$ cat src/rtl/tdm_demux_8ch.sv
// Receive side of the 8-channel TDM link: tracks the slot count, collects samples
// into a shadow register and commits each complete 0..7 frame to y in one step.
module tdm_demux_8ch #(
   parameter int WIDTH = 1,
   parameter int NCH   = 8
) (
   input  logic                 clk,
   input  logic                 rst,
   input  logic [WIDTH-1:0]     din,
   input  logic                 din_valid,
   input  logic                 frame_sync,
   output logic [NCH*WIDTH-1:0] y,
   output logic [NCH-1:0]       ch_strobe,
   output logic                 frame_done,
   output logic                 locked,
   output logic                 sync_err
);

   localparam logic [0:0] HUNT   = 1'b0;
   localparam logic [0:0] LOCKED = 1'b1;

   logic [0:0]           state;
   logic [0:0]           state_next;
   logic [2:0]           slot;
   logic [2:0]           slot_next;
   logic [2:0]           wr_slot;
   logic [NCH*WIDTH-1:0] shadow;
   logic                 take;
   logic                 commit;
   logic                 err;
   logic [NCH-1:0]       strobe_next;

   // Framing decisions for the sample on din. A sync always restarts at slot 0,
   // so an early sync simply overwrites the abandoned partial frame from slot 0 up.
   always_comb begin
      state_next = state;
      slot_next  = slot;
      take       = 1'b0;
      commit     = 1'b0;
      err        = 1'b0;
      wr_slot    = frame_sync ? 3'd0 : slot;
      if (din_valid) begin
         if (state == HUNT) begin
            if (frame_sync) begin
               take       = 1'b1;
               state_next = LOCKED;
               slot_next  = 3'd1;
            end
         end else if (slot == 3'd0 && !frame_sync) begin
            err        = 1'b1;
            state_next = HUNT;
            slot_next  = 3'd0;
         end else begin
            take      = 1'b1;
            err       = (slot != 3'd0) && frame_sync;
            commit    = !frame_sync && (slot == 3'd7);
            slot_next = wr_slot + 3'd1;
         end
      end
   end

   always_comb begin
      strobe_next = '0;
      if (take) begin
         strobe_next[wr_slot] = 1'b1;
      end
   end

   // y is loaded with the final sample merged in directly, so the frame appears
   // on the same edge as ch_strobe[7] rather than one cycle later.
   always_ff @(posedge clk or posedge rst) begin
      if (rst) begin
         state      <= HUNT;
         slot       <= 3'd0;
         shadow     <= '0;
         y          <= '0;
         ch_strobe  <= '0;
         frame_done <= 1'b0;
         locked     <= 1'b0;
         sync_err   <= 1'b0;
      end else begin
         state      <= state_next;
         slot       <= slot_next;
         locked     <= (state_next == LOCKED);
         ch_strobe  <= strobe_next;
         frame_done <= commit;
         sync_err   <= err;
         if (take) begin
            shadow[wr_slot*WIDTH +: WIDTH] <= din;
         end
         if (commit) begin
            y <= {din, shadow[(NCH-1)*WIDTH-1:0]};
         end
      end
   end

endmodule

$ cat config.mk
export PLATFORM = sky130hd
export DESIGN_NAME = tdm_demux_8ch
export DESIGN_NICKNAME = d
export VERILOG_FILES = /design/src/rtl/tdm_demux_8ch.sv
export SDC_FILE = /design/constraint.sdc
export NUM_CORES = 1
export LEC_CHECK = 0
export BUFFER_PORTS_ARGS = -buffer_cell sky130_fd_sc_hd__buf_2
export CELL_PAD_IN_SITES_DETAIL_PLACEMENT = 0
export CELL_PAD_IN_SITES_GLOBAL_PLACEMENT = 1
export CORE_UTILIZATION = 38
export DETAILED_ROUTE_END_ITERATION = 12
export GPL_TIMING_DRIVEN = 1
export PLACE_DENSITY = 0.83
export SLEW_MARGIN = 10
export SYNTH_ARGS = -nofsm -noshare
export SYNTH_HDL_FRONTEND = slang
export SYNTH_SLANG_ARGS = --single-unit
$ cat constraint.sdc
create_clock -name clk -period 2.07 [get_ports clk]
set_input_delay 0.621 -clock clk [delete_from_list [all_inputs] [get_ports clk]]
set_output_delay 0.621 -clock clk [all_outputs]
set_load 0.01 [all_outputs]
# Word-level counts from Yosys, hierarchy flattened
# Cells that the tools add are included.
# Widths: inputs -> output; s select.
dict set report word_totals {
  regBits 30
  out_inout_bits 19
  input_bits 5
  word_cells 41
}
dict set report op_classes {
  n_eq_ne 1
  magnitude_cmp 2
  n_shift 2
  n_reduce_logical 9
  mux 18
  add_sub_neg 2
}
# cell count
set ops {}
lappend ops {{$neg 3->34} 1}
lappend ops {{$shift 1x34->8 const A} 1}
lappend ops {{$shiftx 1x34->8} 1}
lappend ops {{$mux 3} 4}
lappend ops {{$mux 1} 11}
lappend ops {{$bwmux 8} 1}
lappend ops {{$mux 8} 1}
lappend ops {{$logic_and 1x1->1} 4}
lappend ops {{$lt 3x4->1 const B} 1}
lappend ops {{$add 3x1->3 const B} 1}
lappend ops {{$demux 1 s3} 1}
lappend ops {{$eq 3x3->1 const B} 1}
lappend ops {{$ge 3x1->1 const B} 1}
lappend ops {{$logic_not 3->1} 1}
lappend ops {{$reduce_bool 3->1} 1}
lappend ops {{$reduce_and 2->1} 1}
lappend ops {{$reduce_bool 2->1} 1}
lappend ops {{$logic_not 1->1} 1}

# Depth between registers and ports, before layout
dict set report depth {
  depth_word 6
  ltp_mapped 9
  mapped_depth_nobuf 9
}

# Least setup slack after synthesis
# Ideal clock, no wire load.
dict set report synth_path {
  path_type {input to register}
  start {input port frame_sync}
  end {register shadow[6]}
  arrival_ns 2.246
  setup_ns 0.125
  cell_stages 7
  slack_ns -0.301
  required_time_ns 1.945
  n_path_buf 0
  cell_sequence {nor2b_1 -> nor2_1 -> ha_1 -> or2_2 -> nor4_1 -> nor3b_1 -> mux2_2}
}
dict set report synth_via {
  elab_chain_cells 5
  word_cells_on_any_way 11
  classes_between {add/sub (1); shift (2); mux (6); reduce/logical (2)}
}
# element line
set synth_rtl {}
lappend synth_rtl {{start, declared} 11} ;# input logic frame_sync,
lappend synth_rtl {{branches (longest 5 deep; another with $neg 3->34)} -}
lappend synth_rtl {{end signal, assigned by index} 89} ;# shadow[wr_slot*WIDTH +: WIDTH] <= din;
lappend synth_rtl {{end, declared} 27} ;# logic [NCH*WIDTH-1:0] shadow;
# Several ways; the timed one is not identified.
# A chain may end at the register's enable or synchronous reset.

# Final worst setup path
# Same ends and word-level chain as after synthesis.

==> impl_metrics.csv <==
group,metric,value,unit
sta,maxSlewHeadroom,70.27,%
sta,fin_skew,0.008483,ns
sta,slew_violations,0,
clock_tree,cts_tree,"done",
grt,grt_pass1_wl,4588,um
worst_hold_path,hold_class,"input pin to async pin",
worst_setup_path,cp-endpoint,"shadow[6]$_DFFE_PP0P_",
routing,routed-via-count,1020,
flow_run,drv_cap,0,
floorplan,core_area,0.003153,mm^2
grt,antenna_found_initial,0,
synth,yosys_register_bits,29,
clock_tree,cts_sinks,29,
worst_setup_path,required,2.28,ns
worst_setup_path,worst-r2r-setup-slack,0.10,ns
layout,n_antenna_cell,0,
pwr,power-per-cell-area,894.4,mW/mm^2
clock_tree,clk_pin_slew,0.09,ns
floorplan,initial_utilization,41.55,%
floorplan,die_area,0.003686,mm^2
layout,drive_above_1_share,52.80,%
worst_setup_path,cp_max_fo,4,
place,dpl.cell_count,197,
floorplan,num_rows,20,
place,io_buffers,23,
worst_setup_path,endpoint_kind,"register",
routing,wl,2703,um
floorplan,io_pins,24,
sta,setup_viol,0,
clock_tree,numCtsBuffers,5,
sta,post-route-period-util,95.71,%
floorplan,die_w,60.72,um
floorplan,die_h,60.72,um
layout,utilization,55.63,%
worst_setup_path,cp-startpoint,"frame_sync",
layout,fin_nets,171,
clock_tree,cts_hold_buf,0,
worst_setup_path,path_class,"input pin to register",
synth,syn_area_per_cell,12.02,um^2
routing,drtIter0Drc,19,
grt,track_usage,17.85,%
synth,ys_warn_count,0,
routing,drtAntennaViolNets,0,
layout,areaGrowthSynthToFinish,33.91,%
sta,hold-worst-slack,0.3417,ns
worst_setup_path,cp-start-kind,"input pin",
sta,finalSetupTns,0,ns
sta,rsz0062_at_grt,"no",
synth,syn_inst,109,
run_status,status,"complete, no violations",
sta,worstMarginPinSlew,0.4443,ns
routing,firstDrtPassIters,4,
worst_setup_path,cp.arrival,2.19,ns
pwr,total_power,1.569,mW
synth,yosysSeqAreaShare,55.40,%
grt,grt_max_degree,30,
sta,final_hold_viol_count,0,
layout,fillers,286,
synth,synth_nets,119,
clock_tree,clk_latency,0.33,ns
place,dp_hpwl,1975,um
sta,finalCriticalPeriod,1.981,ns
grt,first_global_vias,979,
pwr,leakagePower,0.9122,nW
routing,remaining_drc_errors,0,
clock_tree,root_buffer,"clkbuf_4",
synth,synth.cell_area,0.001310,mm^2
place,routabilityCongestion,0.9148,
clock_tree,clk_path_buf_depth,2,
worst_setup_path,worstReg2RegStart,"slot[0]$_DFFE_PP0P_",
worst_setup_path,r2r-end,"shadow[6]$_DFFE_PP0P_",
layout,final_cells,205,
grt,grt_remaining_overflow,0,
pwr,ir_drop,0.0005862,V
worst_setup_path,reg2reg_depth,6,
routing,post_drt_via_cell_ratio,4.976,
sta,fmax,0.5047,GHz
routing,routedWlPerCell,13.19,um
clock_tree,htree_levels,2,
synth,synth_cell_type_count,26,
==> where the power goes <==
part / switching (mW) / internal, mW / total [mW]
logic: 0.275 / 0.254 / 0.529
registers: 0.0637 / 0.637 / 0.700
clock network: 0.180 / 0.160 / 0.339
==> cell type report <==
class                           count  area [um^2]  share of cell area, %
Clock buffer                        7        55.05                  3.138
Timing Repair Buffer               48        302.8                  17.26
Sequential cell                    29        725.7                  41.37
Tap cell                           44        55.05                  3.138
Multi-Input combinational cell     72        591.8                  33.74
Inverter                            5        23.77                  1.355
==> state kept, by name, indices dropped and copies added (netlist names) <==
signal      cells
ch_strobe       8
frame_done      1
shadow          7
slot            3
state           1
sync_err        1
y               8
==> cells in the final DEF, fill, tap and decap left out <==
cell      netlist  final
mux2_4          0      1
nand3_1         3      3
nand2_1         8      7
clkbuf_1        0      1
nor3_2          0      1
nor4_1          4      3
inv_2           0      1
a21oi_1         3      3
and3_1          1      1
nand4_1         2      2
mux2_2         15     14
o21ai_2         1      1
a21o_2          1      1
nor4b_2         1      1
nor3b_1         3      2
o31ai_1         1      1
nor2b_1         2      1
ha_1            5      3
nand2_2         1      1
nor3b_2         0      1
nand2_4         1      2
nor3_1          7      6
nor2b_4         0      1
clkbuf_8        0      1
buf_4           0     25
inv_1           5      3
o21ai_0         3      3
dfrtp_1        29     29
ha_2            0      2
inv_6           0      1
nor2_1          7      7
nand4b_1        1      1
nor4_4          1      2
clkbuf_4        0      5
or2_4           0      1
buf_2           2     23
==> routing by layer <==
layer / up-vias / wire, um / track usage (%)
met5: - / 0 / 0
met4: 0 / 57 / 8.117
met3: 6 / 171 / 7.036
met2: 35 / 1284 / 28.89
met1: 490 / 1190 / 20.95
li1: 489 / - / -
==> worst max-delay path, stage by stage <==
cell	delay, ns
buf_2	0.15
inv_6	0.07
nand2_4	0.04
buf_4	0.15
ha_1	0.34
nor4_4	0.27
nor3b_2	0.23
mux2_4	0.31
==> timing repair <==
action / in CTS / in global routing
setup endpoints to repair: 0 / 6
resized for setup: 0 / 3
setup buffers: 0 / 1
==> worst min path at each step <==
stage                     startpoint               endpoint  slack, ns
5_1_grt                          rst    slot[0]$_DFFE_PP0P_       0.38
2_1_floorplan  shadow[1]$_DFFE_PP0P_  shadow[1]$_DFFE_PP0P_       0.47
3_5_place_dp   shadow[1]$_DFFE_PP0P_       y[1]$_DFFE_PP0P_       0.48
3_3_place_gp   shadow[1]$_DFFE_PP0P_       y[1]$_DFFE_PP0P_       0.48
6_report                         rst    slot[1]$_DFFE_PP0P_       0.34
4_1_cts                          rst    slot[1]$_DFFE_PP0P_       0.34
==> synthesized netlist by cell type <==
master    number  area, um^2
a21o_2         1       8.760
a21oi_1        3       15.01
and3_1         1       6.260
buf_2          2       10.01
buf_8          1       15.01
dfrtp_1       29       725.7
ha_1           5       62.56
inv_1          5       18.77
mux2_2        15       168.9
nand2_1        8       30.03
nand2_2        1       6.260
nand2_4        1       11.26
nand3_1        3       15.01
nand4_1        2       12.51
nand4b_1       1       8.760
nor2_1         7       26.28
nor2b_1        2       12.51
nor3_1         7       35.03
nor3b_1        3       22.52
nor4_1         4       25.02
nor4_4         1       21.27
nor4b_2        1       15.01
o21ai_0        3       15.01
o21ai_2        1       8.760
o31ai_1        1       7.510
or2_2          1       6.260
==> stage by stage <==
step / setup WS [ns] / area (um^2)
final: 0.08880 / 1754
after global routing: 0.009605 / 1754
after CTS: 0.03699 / 1730
after detailed placement: -0.3075 / 1675
after global placement: -0.2674 / 1675
after floorplan: -0.1097 / 1350
==> kinds of logic (layout without fill, tap and decap cells) <==
logic type	count (synthesis)	after routing	synth area share [%]
and+or+nand+nor	43	43	19.39
adders and majority gates	5	5	4.776
DFF	29	29	55.40
muxes	15	15	12.89
AOI/OAI and AO/OA	9	9	4.202
buffers and inverters	8	60	3.343
(Power assumes the default switching activity.)
